===== src/rtl/sfm_acc_inv_buffer.sv =====
// ---------------------------------------------------------------------------
// sfm_acc_inv_buffer
//
// Reciprocal hold-and-replay buffer placed right after the accumulator's
// denominator inverter. Each reciprocal produced at the end of a row is
// captured together with that row's element count. It is then replayed once
// per element to the normalisation multiplier. The final replay carries a
// last-use flag, and after it the entry is retired. This lets the next row's
// reduction run while the current row is still being normalised.
//
// Parameters:
//   WIDTH      width of the reciprocal in bits (the bit width of the
//              reciprocal's floating-point format, e.g. 32 for FP32)
//   DEPTH      number of stored reciprocals (power of two, >= 2)
//   CNT_WIDTH  width of the per-row element count
//
// Ports:
//   clk_i        in   1          clock, all logic on the rising edge
//   rst_i        in   1          synchronous active-high reset
//   clear_i      in   1          synchronous flush, same effect as rst_i
//   inv_valid_i  in   1          reciprocal from inverter is valid
//   inv_ready_o  out  1          buffer can accept a reciprocal
//   inv_i        in   WIDTH      reciprocal value
//   len_i        in   CNT_WIDTH  replay count for the pushed entry
//   inv_valid_o  out  1          head reciprocal available
//   inv_ready_i  in   1          normaliser consumes one replay
//   inv_o        out  WIDTH      head reciprocal ('0 when not valid)
//   last_o       out  1          current replay is the head's final one
//   occupancy_o  out  log2(DEPTH)+1  number of stored entries
//                                    (present only when the configuration
//                                    macro below is defined)
//
// Configuration macro:
//   SFM_INV_BUF_OCCUPANCY_EN  when defined, adds the occupancy_o port
// ---------------------------------------------------------------------------
module sfm_acc_inv_buffer #(
    parameter int unsigned WIDTH     = 32,
    parameter int unsigned DEPTH     = 4,
    parameter int unsigned CNT_WIDTH = 16
) (
    input  logic                         clk_i,
    input  logic                         rst_i,
    input  logic                         clear_i,
    input  logic                         inv_valid_i,
    output logic                         inv_ready_o,
    input  logic [WIDTH-1:0]             inv_i,
    input  logic [CNT_WIDTH-1:0]         len_i,
    output logic                         inv_valid_o,
    input  logic                         inv_ready_i,
    output logic [WIDTH-1:0]             inv_o,
`ifdef SFM_INV_BUF_OCCUPANCY_EN
    output logic                         last_o,
    output logic [$clog2(DEPTH):0]       occupancy_o
`else
    output logic                         last_o
`endif
);

    localparam int unsigned PTR_W = $clog2(DEPTH);

    // DEPTH expressed in the occupancy counter's width, for the full check.
    localparam logic [PTR_W:0] DEPTH_CNT = (PTR_W + 1)'(DEPTH);

    // Storage: one reciprocal and its replay length per slot.
    logic [WIDTH-1:0]     inv_mem [DEPTH];
    logic [CNT_WIDTH-1:0] len_mem [DEPTH];

    logic [PTR_W-1:0]     wr_ptr;
    logic [PTR_W-1:0]     rd_ptr;
    logic [PTR_W:0]       count;
    logic [CNT_WIDTH-1:0] use_cnt;

    logic                 flush;
    logic                 push;
    logic                 pop;
    logic                 retire;
    logic [CNT_WIDTH-1:0] head_len;
    logic [CNT_WIDTH-1:0] len_store;

    // Handshake qualifiers and head-of-queue decode. The ready output looks
    // only at the stored count, so a same-cycle pop never opens a slot early.
    // It is also forced low during reset or clear, because those cycles
    // discard any push.
    always_comb begin
        flush       = rst_i | clear_i;
        inv_ready_o = (count < DEPTH_CNT) & ~flush;
        push        = inv_valid_i & inv_ready_o;

        inv_valid_o = (count != '0);
        head_len    = len_mem[rd_ptr];
        inv_o       = inv_valid_o ? inv_mem[rd_ptr] : '0;

        // Stored lengths are never zero, so head_len - 1 cannot wrap.
        last_o      = inv_valid_o & (use_cnt == (head_len - CNT_WIDTH'(1)));

        pop         = inv_valid_o & inv_ready_i;
        retire      = pop & last_o;

        // A zero-length row still needs its reciprocal used once.
        len_store   = (len_i == '0) ? CNT_WIDTH'(1) : len_i;
    end

    // The storage array is written on push only and is never reset. Slots
    // become meaningful only once the occupancy count says so.
    always_ff @(posedge clk_i) begin
        if (push) begin
            inv_mem[wr_ptr] <= inv_i;
            len_mem[wr_ptr] <= len_store;
        end
    end

    // Pointers, occupancy and the replay counter. A flush has priority over
    // any same-cycle push or pop and abandons a partially replayed row. A
    // simultaneous push and retire leaves the count unchanged while both
    // pointers move. The pointers wrap naturally because DEPTH is a power
    // of two.
    always_ff @(posedge clk_i) begin
        if (flush) begin
            wr_ptr  <= '0;
            rd_ptr  <= '0;
            count   <= '0;
            use_cnt <= '0;
        end else begin
            if (push) begin
                wr_ptr <= wr_ptr + PTR_W'(1);
            end

            if (pop) begin
                if (last_o) begin
                    use_cnt <= '0;
                    rd_ptr  <= rd_ptr + PTR_W'(1);
                end else begin
                    use_cnt <= use_cnt + CNT_WIDTH'(1);
                end
            end

            case ({push, retire})
                2'b10:   count <= count + (PTR_W + 1)'(1);
                2'b01:   count <= count - (PTR_W + 1)'(1);
                default: count <= count;
            endcase
        end
    end

`ifdef SFM_INV_BUF_OCCUPANCY_EN
    // The occupancy output is just the internal count. Because the count is
    // a register, it follows pushes and retires one cycle later.
    assign occupancy_o = count;
`endif

endmodule


===== config.mk =====
export PLATFORM = sky130hd
export DESIGN_NAME = sfm_acc_inv_buffer
export DESIGN_NICKNAME = d
export VERILOG_FILES = /design/src/rtl/sfm_acc_inv_buffer.sv
export SDC_FILE = /design/constraint.sdc
export NUM_CORES = 1
export LEC_CHECK = 0
export ABC_AREA = 0
export CELL_PAD_IN_SITES_DETAIL_PLACEMENT = 1
export CELL_PAD_IN_SITES_GLOBAL_PLACEMENT = 1
export CORE_ASPECT_RATIO = 1.4
export CORE_UTILIZATION = 55
export DETAILED_ROUTE_END_ITERATION = 8
export DONT_BUFFER_PORTS = 1
export GPL_TIMING_DRIVEN = 0
export PLACE_DENSITY = 0.88
export SYNTH_ARGS = -nofsm -noshare
export SYNTH_HDL_FRONTEND = slang
export SYNTH_SLANG_ARGS = --single-unit

===== constraint.sdc =====
create_clock -name clk_i -period 9.45 [get_ports clk_i]
set_input_delay 0.945 -clock clk_i [delete_from_list [all_inputs] [get_ports clk_i]]
set_output_delay 0.945 -clock clk_i [all_outputs]
set_load 0.05 [all_outputs]

# Yosys cells after proc, flatten, opt, wreduce, memory -nomap -nowiden
# Memory sizes are Yosys's and may differ from the RTL's. A register that Yosys moved wholly into a read port is not among the register bits.
# Cells that the tools add are included.
# word_totals
ff_bits	23
mem_bits_rw	192
inputBits	53
out_inout_bits	35
elab_cells	37
mem_count	2
# classes
addsub	6
n_lt_le_gt_ge	1
n_eq_ne	3
muxes	10
n_bitwise	7
n_reduce_logical	4
# memory_table
memory	words	word_bits	read_ports	rd_ports_with_merged_regs	write_ports	line	source
inv_mem	4	32	1	1	1	65	logic [WIDTH-1:0] inv_mem [DEPTH];
len_mem	4	16	1	1	1	66	logic [CNT_WIDTH-1:0] len_mem [DEPTH];
# op_table
cell	count
two-way mux 16 bit	2
two-way mux 32 bit	1
adder 16 x 1 -> 16 bit (second input constant)	1
equality test 16 bit	1
zero test 16 bit	1
subtractor 16 x 1 -> 16 bit (second input constant)	1
two-way mux 2 bit	4
one-hot mux 3 bit (2 select lines)	1
AND 1 bit	5
adder 2 x 1 -> 2 bit (second input constant)	2
adder 3 x 1 -> 3 bit (second input constant)	1
< comparator 3 bit (second input constant)	1
nonzero test 3 bit	1
subtractor 3 x 1 -> 3 bit (second input constant)	1
equality test 2 x 1 -> 1 bit (second input constant)	1
equality test 2 bit (second input constant)	1
two-way mux 1 bit	2
AND reduction 2 bit	1
nonzero test 2 bit	1
inverter 1 bit	1
bitwise OR 1 bit	1

# Longest topological paths before layout
# depth
depth_word	6
depth_mapped	17
mapped_depth_nobuf	15

# Worst setup path before layout
# OpenSTA, ideal clock, no wires.
# synth_timing
kind	reg-to-output
startpoint	register (tool-made name)
endpoint	output port last_o
arrival_ns	3.139
t_required_ns	8.505
slack_ns	5.366
stages_incl_launch_ff	9
path_buffers	1
cell_sequence	dfxtp_1 -> buf_1 -> mux4_2 -> nor4_4 -> nand2b_1 -> a311o_1 -> a2111oi_4 -> o2111ai_4 -> nor2_1
# synth_rtl
element	line	source
end, declared	55	output logic last_o

==> report_table.html <==
<table>
<tr><th>Metric</th><th>Value</th></tr>
<tr><th colspan="2">Setup path</th></tr>
<tr><td>Number of logic stages on the critical path including buffering</td><td>8</td></tr>
<tr><td>CP startpoint kind</td><td>flop</td></tr>
<tr><td>Family with the most delay on the worst path</td><td>simple AND/OR/NAND/NOR gates</td></tr>
<tr><td>Bufs and invs on worst path</td><td>1</td></tr>
<tr><td>Class of the most critical setup path</td><td>flop to output pin</td></tr>
<tr><td>Worst setup slack for register-to-register paths</td><td>4.80 ns</td></tr>
<tr><td>Reg2reg path depth</td><td>14</td></tr>
<tr><td>Kind of end point of the critical path</td><td>output pin</td></tr>
<tr><td>Critical Path Max Stage Delay</td><td>0.76 ns</td></tr>
<tr><td>Worst-path fanout max</td><td>10</td></tr>
<tr><td>Cell at the slowest stage of the critical path</td><td>nor2_1</td></tr>
<tr><td>Signal arrival time at the worst endpoint</td><td>4.24 ns</td></tr>
<tr><td>Critical Path, Cell by Cell</td><td>buf_1 -&gt; mux4_2 -&gt; nor4_2 -&gt; nand3_1 -&gt; nor3b_1 -&gt; o311a_1 -&gt; o2111ai_4 -&gt; nor2_1</td></tr>
<tr><td>Reg-to-Reg End</td><td>count[2]</td></tr>
<tr><td>Critical Path RT</td><td>between 8 and 9 ns</td></tr>
<tr><th colspan="2">Timing</th></tr>
<tr><td>Transition time at the pin with the least slew margin</td><td>1.140 ns</td></tr>
<tr><td>Accumulated negative setup slack</td><td>0 ns</td></tr>
<tr><td>Headroom to the max-slew limit</td><td>23.72%</td></tr>
<tr><td>RSZ-0062 raised after global routing</td><td>no</td></tr>
<tr><td>Final setup vio count</td><td>0</td></tr>
<tr><td>Period Utilization, post-route</td><td>54.84%</td></tr>
<tr><td>Final-report hold violation count</td><td>0</td></tr>
<tr><td>Number of pins with negative max-slew slack in the final report</td><td>0</td></tr>
<tr><td>Min Clock Period, post-route</td><td>5.182 ns</td></tr>
<tr><td>Final worst clock skew</td><td>0.008356 ns</td></tr>
<tr><td>Maximum clock frequency</td><td>just under 200 MHz</td></tr>
<tr><th colspan="2">Synth</th></tr>
<tr><td>Distinct cell type count of the synthesized netlist</td><td>46</td></tr>
<tr><td>Primary flip-flop cell chosen by synthesis mapping</td><td>edfxtp_1</td></tr>
<tr><td>Post-synthesis sequential element count</td><td>217</td></tr>
<tr><td>Largest area contributor in the synthesized netlist</td><td>edfxtp_1</td></tr>
<tr><td>Seq/Total Area, Yosys</td><td>a little under 70%</td></tr>
<tr><td>Fraction of synthesis flops using an asynchronous set or reset pin</td><td>0%</td></tr>
<tr><td>Yosys warning count</td><td>0</td></tr>
<tr><td>Gate count after technology mapping</td><td>approximately 520</td></tr>
<tr><td>Proportion of netlist area held by the largest area contributor</td><td>63.65%</td></tr>
<tr><td>Number of enable flip-flop cells after synthesis</td><td>192</td></tr>
<tr><td>Nets in the synthesized netlist</td><td>583</td></tr>
<tr><td>Post-synth top cells</td><td>edfxtp_1, mux4_2, and2_1</td></tr>
<tr><td>Cell types occupying the most area after synthesis</td><td>edfxtp_1, mux4_2, dfxtp_1</td></tr>
<tr><td>Average footprint of a synthesized cell</td><td>17.35 um2</td></tr>
<tr><td>Post-Syn Area</td><td>slightly above 0.009 mm2</td></tr>
<tr><td>Most instantiated library cell after synthesis</td><td>edfxtp_1</td></tr>
<tr><th colspan="2">Power and ir drop</th></tr>
<tr><td>Power per cell area</td><td>189.1 mW/mm2</td></tr>
<tr><td>Static power due to leakage</td><td>3.045 nW</td></tr>
<tr><td>Worst VDD drop</td><td>0.1857 mV</td></tr>
<tr><th colspan="2">CTS</th></tr>
<tr><td>TritonCTS clock tree</td><td>done</td></tr>
<tr><td>Post-CTS Resized</td><td>0</td></tr>
<tr><td>Post-CTS Setup Bufs</td><td>0</td></tr>
<tr><td>Clock Sinks</td><td>between 200 and 250</td></tr>
<tr><td>Clock insertion delay at the later pin of the skew report</td><td>0.50 ns</td></tr>
<tr><td>Buffer depth of the longest clock path</td><td>3</td></tr>
<tr><td>Number of hold buffers added after CTS</td><td>0</td></tr>
<tr><td>Clock-pin slew on the worst setup and hold paths</td><td>around 0.070 ns</td></tr>
<tr><td>Number of buffers inserted during clock tree synthesis</td><td>20</td></tr>
<tr><td>Root buf cell</td><td>clkbuf_16</td></tr>
<tr><td>Level count of the clock H-tree</td><td>1</td></tr>
<tr><th colspan="2">Hold path</th></tr>
<tr><td>Endpoint, Worst Hold</td><td>count[1]</td></tr>
<tr><td>Worst hold path stage count</td><td>2</td></tr>
<tr><td>Startpoint of the lowest-slack hold path</td><td>count[1]</td></tr>
<tr><td>Class of the most critical hold timing path</td><td>flop to flop</td></tr>
<tr><th colspan="2">GRT</th></tr>
<tr><td>Global-route wire length before repair</td><td>29550 um</td></tr>
<tr><td>Number of global-route vias before repair</td><td>around 5300</td></tr>
<tr><td>Maximum number of pins on one net before global-route repair</td><td>27</td></tr>
<tr><td>Antenna violations before repair</td><td>0</td></tr>
<tr><td>Sum of overflow across all layers after global routing</td><td>0</td></tr>
<tr><td>Overall Global Routing Usage</td><td>23.04%</td></tr>
<tr><th colspan="2">Outcome</th></tr>
<tr><td>Outcome</td><td>complete, no violations</td></tr>
<tr><th colspan="2">Routing</th></tr>
<tr><td>Post-detailed-routing wire length</td><td>between 15000 and 20000 um</td></tr>
<tr><td>Antenna Violating Nets Remaining</td><td>0</td></tr>
<tr><td>Wire per inst</td><td>between 20 and 25 um</td></tr>
<tr><td>Vias post-DR</td><td>4619</td></tr>
<tr><td>Detailed-route DRC error count</td><td>0</td></tr>
<tr><td>Iter 0 DRT Violations</td><td>between 200 and 300</td></tr>
<tr><td>Vias per Instance</td><td>6.078</td></tr>
<tr><td>Detailed-router iteration count before antenna repair</td><td>4</td></tr>
<tr><th colspan="2">Final layout</th></tr>
<tr><td>Number of inserted diodes</td><td>0</td></tr>
<tr><td>Relative area change from synthesis to final layout</td><td>10.80%</td></tr>
<tr><td>Core Util, Final</td><td>around 62%</td></tr>
<tr><td>Nets@finish</td><td>609</td></tr>
<tr><td>Share of layout cells above drive strength 1</td><td>between 15 and 20%</td></tr>
<tr><th colspan="2">Floorplanning</th></tr>
<tr><td>Std cell rows</td><td>55</td></tr>
<tr><td>Io pins</td><td>~90</td></tr>
<tr><td>DIE AREA</td><td>0.01700 mm2</td></tr>
<tr><td>Die Y-Extent</td><td>153.9 um</td></tr>
<tr><td>Floorplan die width</td><td>approximately 110 um</td></tr>
<tr><td>Core area</td><td>0.01610 mm2</td></tr>
<tr><td>Starting Density</td><td>between 50% and 60%</td></tr>
<tr><th colspan="2">Placed design</th></tr>
<tr><td>Detailed-placement wirelength estimate</td><td>13020 um</td></tr>
<tr><td>Routability-driven placement congestion ratio</td><td>0.8765</td></tr>
<tr><td>Port Buf Inserts</td><td>0</td></tr>
<tr><th colspan="2">Job</th></tr>
<tr><td>Total of max-cap violations</td><td>0</td></tr>
</table>
[layer usage]
metal | track usage [%] | part of all wire [%] | vias up
met4 | 9.778 | 3.2 | 0
li1 | - | - | 2057
met2 | 43.12 | 55 | 137
met3 | 5.715 | 6.1 | 45
met5 | 0 | 0 | -
met1 | 24.42 | 36 | 2380
[cell type report]
type	instances	area, um2
Clock buffer	26	544.3
Sequential cell	217	6266
Multi-Input combinational cell	258	2595
Tap cell	199	249.0
Clock inverter	9	100.1
Buffer	35	157.7
Fill cell	1431	6066
Timing Repair Buffer	4	80.08
Inverter	12	45.04
[placed cells by master (no fill, tap or decap), types with 12 or more instances in the layout]
cell type / instances
and2_1: 34
clkbuf_1: 31
clkbuf_16: 21
dfxtp_1: 25
edfxtp_1: 192
inv_1: 12
mux4_2: 50
nand2_1: 15
nor2_1: 30
xnor2_1: 21
xor2_1: 15
[worst register-to-register path: stages, from the launching register on]
cell and delay [ns]:
dfxtp_1 0.45, buf_1 0.52, mux4_2 0.46, nor4_2 0.51, nand3_1 0.27, nor3b_1 0.29
o311a_1 0.23, o2111ai_4 0.24, nor3_1 0.27, ha_1 0.23, inv_1 0.07, fa_1 0.38
xor2_1 0.17, or3_1 0.32, a21oi_1 0.16
[power by group]
part / internal [mW] / total [mW] / switching, mW
registers: 1.05 / 1.05 / 0.00256
clock network: 0.462 / 0.800 / 0.338
logic: 0.0143 / 0.0450 / 0.0308
total: 1.53 / 1.90 / 0.371
[kinds of logic (layout without fill, tap and decap cells)]
| kind of cell | count (synthesis) | after routing | share of synthesized area, % |
|---|---|---|---|
| buf+inv | 47 | 86 | 2.238 |
| mux | 50 | 50 | 12.43 |
| xor+xnor | 36 | 36 | 3.481 |
| simple gates | 135 | 135 | 8.370 |
| fa+ha+maj | 8 | 8 | 1.188 |
| flops | 217 | 217 | 69.17 |
| compound gates | 29 | 29 | 3.122 |
[how the worst max path moves through the flow]
stage | slack [ns] | from | endpoint
after floorplan | 5.37 | flop | last_o
after global placement | 4.57 | clear_i | inv_mem[0][2]
after CTS | 4.25 | flop | last_o
after detailed placement | 4.80 | flop | last_o
after global routing | 3.95 | flop | last_o
final | 4.27 | flop | last_o
[flip-flops by register name, indices dropped and copies added, names as in the netlist, named ones only]
signal,flops
wr_ptr,2
inv_mem,128
count,3
len_mem,64
use_cnt,16
rd_ptr,2
[through the flow]
stage	instance area [um2]	setup WS (ns)	power [mW]	instances	hold slack, ns
4_1_cts	10040	4.246	1.911	760	0.5273
5_1_grt	10040	3.950	1.939	760	0.5263
3_3_place_gp	9308	4.574	1.115	721	0.4715
6_report	10040	4.268	1.899	760	0.5248
2_1_floorplan	9059	5.366	1.108	522	0.4529
3_5_place_dp	9393	4.804	1.119	725	0.5124
(Power assumes the default switching activity.)
